File: config.mk
export PLATFORM = sky130hd
export DESIGN_NAME = hash_transmitter
export DESIGN_NICKNAME = d
export VERILOG_FILES = /design/src/rtl/hash_transmitter_pkg.sv /design/src/rtl/hash_transmitter.sv
export SDC_FILE = /design/constraint.sdc
export NUM_CORES = 1
export LEC_CHECK = 0
export BUFFER_PORTS_ARGS = -buffer_cell sky130_fd_sc_hd__buf_4
export CAP_MARGIN = 20
export CORE_MARGIN = 4
export CORE_UTILIZATION = 30
export DETAILED_ROUTE_END_ITERATION = 16
export GPL_TIMING_DRIVEN = 0
export PLACE_DENSITY = 0.59
export SLEW_MARGIN = 25
export SYNTH_ARGS = -nofsm -noshare
export SYNTH_HDL_FRONTEND = slang
export SYNTH_SLANG_ARGS = --single-unit
File: constraint.sdc
create_clock -name Clock -period 5.5 [get_ports Clock]
set_input_delay 1.1 -clock Clock [delete_from_list [all_inputs] [get_ports Clock]]
set_output_delay 1.1 -clock Clock [all_outputs]
set_load 0.01 [all_outputs]
File: src/rtl/hash_transmitter_pkg.sv
// Shared constants and FSM state type for the hash byte serialiser.
package hash_transmitter_pkg;

    localparam int unsigned HASH_WIDTH = 64;
    localparam int unsigned BYTE_WIDTH = 8;
    localparam int unsigned NUM_BYTES  = HASH_WIDTH / BYTE_WIDTH;

    typedef enum logic [1:0] {
        IDLE,
        SEND,
        DONE
    } state_t;

endpackage

File: src/rtl/hash_transmitter.sv
// Sends a hash value MSB byte first, one byte per clock, then raises Z.
// One transmission per reset release; DONE is terminal until the next reset.
module hash_transmitter #(
    parameter int unsigned HASH_WIDTH = hash_transmitter_pkg::HASH_WIDTH,
    parameter int unsigned BYTE_WIDTH = hash_transmitter_pkg::BYTE_WIDTH
) (
    input  logic                  Clock,
    input  logic                  Reset,
    input  logic [HASH_WIDTH-1:0] hashValue,
    output logic [BYTE_WIDTH-1:0] Byte,
    output logic                  Z
);

    import hash_transmitter_pkg::*;

    localparam int unsigned NBYTES = HASH_WIDTH / BYTE_WIDTH;
    localparam int unsigned CNT_W  = (NBYTES > 1) ? $clog2(NBYTES) : 1;
    localparam logic [CNT_W-1:0] LAST_CNT = CNT_W'(NBYTES - 1);

    state_t                state;
    logic [HASH_WIDTH-1:0] shreg;
    logic [CNT_W-1:0]      cnt;

    always_ff @(posedge Clock or posedge Reset) begin
        if (Reset) begin
            state <= IDLE;
            shreg <= '0;
            cnt   <= '0;
        end else begin
            case (state)
                IDLE: begin
                    shreg <= hashValue;
                    cnt   <= '0;
                    state <= SEND;
                end
                SEND: begin
                    shreg <= shreg << BYTE_WIDTH;
                    cnt   <= cnt + 1'b1;
                    if (cnt == LAST_CNT)
                        state <= DONE;
                end
                DONE: begin
                    state <= DONE;
                end
                default: begin
                    state <= IDLE;
                end
            endcase
        end
    end

    // Outputs depend only on registered state, never on hashValue directly.
    assign Byte = (state == SEND) ? shreg[HASH_WIDTH-1 -: BYTE_WIDTH] : '0;
    assign Z    = (state == DONE);

endmodule

==> results of run 1 <==
==> layer usage <==
| metal | up-vias | global-route usage (%) |
|---|---|---|
| li1 | 1192 | - |
| met1 | 1060 | 16.7 |
| met2 | 77 | 18.0 |
| met3 | 6 | 5.66 |
| met4 | 0 | 2.16 |
| met5 | - | 0 |
==> final timing paths <==
kind	endpoint	slack, ns	start
min in group asynchronous	shreg[0]	0.73	Reset
max	Byte[7]	2.91	state[1]
min	shreg[62]	0.48	shreg[54]
max in group asynchronous	shreg[50]	4.25	Reset
min reg2reg	shreg[62]	0.48	shreg[54]
max reg2reg	shreg[52]	3.96	state[1]
==> power groups by stage <==
stage               clock network, mW  registers [mW]  logic [mW]
floorplan                           0           0.517     0.00847
global placement                    0           0.517      0.0499
detailed placement                  0           0.517      0.0527
CTS                             0.354           0.507      0.0528
global route                    0.381           0.507      0.0563
finish                          0.343           0.507      0.0511
==> cell families (layout without fill, tap and decap cells) <==
group,after synthesis,after routing,synth area share [%]
muxes,67,67,20.6
buffers and inverters,24,115,5.63
DFF,69,69,52.9
and+or+nand+nor,75,75,9.46
AOI/OAI and AO/OA,58,58,9.12
adders and majority gates,6,6,2.30
==> flip-flops by register name (all words and copies together), names as in the netlist <==
signal and cells:
shreg 64, cnt 3, state 2
==> synthesized netlist by cell type <==
| cell | count |
|---|---|
| buf_12 | 3 |
| mux2i_1 | 65 |
| clkbuf_1 | 6 |
| nor2_1 | 8 |
| buf_2 | 6 |
| mux2_2 | 2 |
| nand2b_1 | 2 |
| ha_1 | 6 |
| inv_1 | 3 |
| dfrtp_1 | 69 |
| buf_6 | 4 |
| and2_1 | 8 |
| o21ai_1 | 20 |
| buf_4 | 2 |
| a22o_1 | 2 |
| nor2_2 | 1 |
| o21ai_0 | 36 |
| nand2_1 | 56 |
==> area by class of cell <==
cell class | instances | area, um2
Buffer | 21 | 173
Clock buffer | 14 | 143
Clock inverter | 2 | 10.0
Fill cell | 1082 | 6290
Inverter | 3 | 13.8
Multi-Input combinational cell | 206 | 1360
Sequential cell | 69 | 1730
Tap cell | 136 | 170
Timing Repair Buffer | 75 | 583
==> worst max-delay path: stages (launching register included) <==
cell and delay (ns):
dfrtp_1 0.40, inv_1 0.10, ha_1 0.35, and2_1 0.18
buf_4 0.11
==> per-stage QoR <==
step	hold slack (ns)	power [mW]	worst slack [ns]	area, um2	util (%)
final	0.478	0.901	2.91	4170	39.9
after global routing	0.491	0.944	2.80	4170	39.9
after CTS	0.482	0.914	2.88	4170	39.9
after detailed placement	0.466	0.570	3.27	4020	38.4
after global placement	0.458	0.567	1.74	3990	38.1
after floorplan	0.449	0.525	2.66	3270	-
==> flow_summary.toml, run 1 <==
[status]
status = "complete, no violations"

[floorplan]
die_w_um = 112
dieArea_um2 = 12600
io_pins = 75
start_util_pct = 31.2
num_rows = 37
fp.dieH_um = 112
core-area_um2 = 10500

[global_routing]
grt_start_max_net_pins = 47
grtUsageTotal_pct = 12.2
antenna_found_initial = 0
gr-total-overflow = 0
grt_pass1_vias = 2480
grt_pass1_wl_um = 12300

[cells_and_area]
finalNonFillerCells = 526
finalNetCount = 457
antenna_cells = 0
layout-drive-gt1-share_pct = 26.9
final_cell_mix = "76 x buf_4, 69 x dfrtp_1, 65 x mux2i_1"
final_common_cell = "buf_4"
synthToLayoutAreaGrowth_pct = 27.8

[setup_path]
cp-start-kind = "register"
critPathArrivalTime_ns = 1.49
critPathRequiredTime_ns = 4.40
endpoint_kind = "primary output"
criticalPathCategory = "register to primary output"
r2r_cells = 5
crit_path_max_fanout = 9

[synthesis]
synth_area_um2 = 3270
avgSynthCellArea_um2 = 10.9
yosysWarningCount = 0
ys_seq_area_share_pct = 52.9
yosysTopAreaCell = "dfrtp_1"
synth.top_cell.area_share_pct = 52.9
ys_seq_elements = 69
synth_cells = 299
synth_area_leaders = "dfrtp_1 53%, mux2i_1 20%, nand2_1 6.4%"
synth.net_count = 371
synth_cell_types = 18

[routing]
firstDrtPassIters = 4
ant_nets = 0
top_layer_used = "met4"
wl_met3_um = 631
drt_wl_total_um = 7550
vias = 2335
routedWlPerCell_um = 14.4
wl_met2_um = 3280
wl_met1_um = 3610
drtIter0Drc = 82
vias_per_cell = 4.44
drc = 0

[placement]
dp.cells = 510
place_hpwl_um = 5790
portBuffers = 74
gp_congestion = 0.749

[power_and_ir_drop]
sw_frac_of_total_pct = 22.0
power.switching_mw = 0.199
power.density_nw_per_um2 = 216
p_clk_share_pct = 38.0
combPwrFrac_pct = 5.7
p_leak_nw = 1.84
internal_power_mw = 0.702
seqPwrFrac_pct = 56.3
ir_drop_mv = 0.119

[cts]
path_clk_slew_ns = 0.07
cts_tree = "done"
ctsHoldBuffers = 0
ctsResizeCount = 0
cts.sinks = 69
htree_levels = 3
cts.path.max_buffers = 2
postCtsSetupBuffers = 0
cts_buffers = 9
clock_latency_ns = 0.34
clockRootBuffer = "clkbuf_8"

[run]
max_cap_viol_count = 0

[sta]
period_needed_ns = 2.59
setup_viol = 0
rsz0062_at_grt = "false"
hold_viol = 0
fin_tns_setup_ns = 0
drv_slew = 0
timing.slew.headroom_pct = 63.7
fmax_ghz = 0.386
finalCritPeriodShare_pct = 47.1
worst_slew_pin_slew_ns = 0.544
clock_skew_ns = 0.00744

[min_path]
hold_depth = 2
holdCritPathClass = "register to register"
(Power assumes the default switching activity.)
==> inputs of run 2 (changes only) <==
--- a/config.mk
+++ b/config.mk
@@ -11,7 +11,7 @@
 export CORE_UTILIZATION = 30
 export DETAILED_ROUTE_END_ITERATION = 16
 export GPL_TIMING_DRIVEN = 0
-export PLACE_DENSITY = 0.59
+export PLACE_DENSITY = 0.61
 export SLEW_MARGIN = 25
 export SYNTH_ARGS = -nofsm -noshare
 export SYNTH_HDL_FRONTEND = slang
==> constraint.sdc (replaced) <==
create_clock -name Clock -period 2.3 [get_ports Clock]
set_input_delay 0.46 -clock Clock [delete_from_list [all_inputs] [get_ports Clock]]
set_output_delay 0.46 -clock Clock [all_outputs]
set_load 0.01 [all_outputs]
==> run 2 against run 1 <==
Effect of this change: global-route usage up 0.24 points; first-iteration DRC count down 11%; clock-buffer cell count down 1; final area up 0.15%; flip-flop and latch count unchanged; die area unchanged; final cell count down 0.19%; utilization up 0.060 points; critical path type unchanged; critical endpoint unchanged; largest cell class unchanged; highest routed layer unchanged.
==> flow_summary.toml, run 2 (synthesis gave the netlist of run 1 again) <==
[cts]
clockRootBuffer = "clkbuf_8"
cts_buffers = 9
ctsResizeCount = 0
ctsHoldBuffers = 0
cts.sinks = 69
htree_levels = 3
clock_latency_ns = 0.34
cts.path.max_buffers = 2
cts_tree = "done"
postCtsSetupBuffers = 0
path_clk_slew_ns = 0.07

[floorplan]
start_util_pct = 31.2
die_w_um = 112
io_pins = 75
num_rows = 37
core-area_um2 = 10500
dieArea_um2 = 12600
fp.dieH_um = 112

[sta]
drv_slew = 0
rsz0062_at_grt = "false"
hold_viol = 0
timing.slew.headroom_pct = 65.8
hold_slack_ns = 0.0833
finalCritPeriodShare_pct = 84.5
fin_tns_setup_ns = 0
period_needed_ns = 1.94
fmax_ghz = 0.515
worst_slew_pin_slew_ns = 0.513
setup_viol = 0
clock_skew_ns = 0.00656

[global_routing]
grt_start_max_net_pins = 48
grt_pass1_wl_um = 12500
grtUsageTotal_pct = 12.5
grt_pass1_vias = 2478
antenna_found_initial = 0
gr-total-overflow = 0

[cells_and_area]
n_fill_cell = 1062
largest_register = "shreg"
antenna_cells = 0
finalNetCount = 457
final_area_um2 = 4180
layout-drive-gt1-share_pct = 27.2
largest_register_ff_count = 64
final_common_cell = "buf_4"
top_regs = "shreg: 64 flops, cnt: 3 flops, state: 2 flops"
final_cell_mix = "76 x buf_4, 69 x dfrtp_1, 65 x mux2i_1"
synthToLayoutAreaGrowth_pct = 28.0

[setup_path]
cpPeakStageDelay_ns = 0.40
cp.depth = 4
critPathArrivalTime_ns = 1.48
crit_path_max_fanout = 9
crit_family = "flip-flops"
reg2reg_from = "state[1]"
critPathRequiredTime_ns = 1.84
crit_buf_inv = 2
critPathLaunch = "state[1]"
r2r_cells = 6
cp-start-kind = "register"
criticalPathCategory = "register to primary output"
crit_slowest_cell = "dfrtp_1"
endpoint_kind = "primary output"
path_cells = "inv_1, ha_1, and2_1, buf_4"
endpoint = "Byte[7]"
reg2reg_setup_slack_ns = 0.72
rr_endpoint = "shreg[54]"

[power_and_ir_drop]
internal_power_mw = 1.70
ir_drop_mv = 0.305
power.switching_mw = 0.476
combPwrFrac_pct = 5.7
seqPwrFrac_pct = 55.7
p_leak_nw = 1.85
p_clk_share_pct = 38.6
sw_frac_of_total_pct = 21.8
power.density_nw_per_um2 = 521

[routing]
drc = 0
routedWlPerCell_um = 14.6
firstDrtPassIters = 4
vias_per_cell = 4.50
wl_met2_um = 3430
ant_nets = 0
wl_met3_um = 590
vias = 2362
drtIter0Drc = 73
drt_wl_total_um = 7660
top_layer_used = "met4"
wl_met1_um = 3570

[placement]
place_hpwl_um = 5850
portBuffers = 74
gp_congestion = 0.758
dpl_cell_area_um2 = 4020

[min_path]
holdCritPathClass = "primary input to asynchronous set/reset pin"

[status]
status = "complete, no violations"

[run]
max_cap_viol_count = 0
## run 2: cell count changes in the layout (fill, tap and decap cells not counted)
cell and change:
clkbuf_1 -2, clkbuf_8 +1
## run 2: stage by stage
stage	setup slack, ns	instances	power, mW	utilization, %
after floorplan	0.100	299	1.26	-
after global placement	-0.810	509	1.35	38.1
after detailed placement	0.706	510	1.36	38.4
after CTS	0.327	525	2.20	40.0
after global routing	0.242	525	2.27	40.0
final	0.358	525	2.18	40.0
## run 2: how the worst min path moves through the flow
stage / startpoint / endpoint / slack, ns / depth (start not counted)
3_3_place_gp: shreg[51] / shreg[59] / 0.46 / 2
4_1_cts: Reset / shreg[53] / 0.08 / 2
6_report: Reset / shreg[62] / 0.08 / 2
2_1_floorplan: shreg[23] / shreg[31] / 0.45 / 2
5_1_grt: Reset / shreg[53] / 0.09 / 2
3_5_place_dp: Reset / shreg[53] / 0.45 / 2
## run 2: routing by layer
metal | vias to the layer above | global-route usage, %
met1 | 1083 | 16.7
met5 | - | 0
met3 | 8 | 4.85
li1 | 1193 | -
met4 | 0 | 2.88
met2 | 78 | 19.1
## run 2: power groups by stage
stage / sequential [mW] / clock (mW) / combinational [mW]
detailed placement: 1.24 / 0 / 0.126
global placement: 1.24 / 0 / 0.118
global route: 1.21 / 0.923 / 0.135
floorplan: 1.24 / 0 / 0.0203
finish: 1.21 / 0.842 / 0.123
CTS: 1.21 / 0.865 / 0.127
## run 2: layout make-up
class                      count  area [um2]  share of cell area (%)
timing repair buffer          75         583                    13.9
clock buffer                  13         149                    3.56
sequential                    69        1730                    41.3
inverter                       3        13.8                   0.329
clock inverter                 2        10.0                   0.239
buffer                        21         173                    4.13
tap                          136         170                    4.07
multi-input combinational    206        1360                    32.4
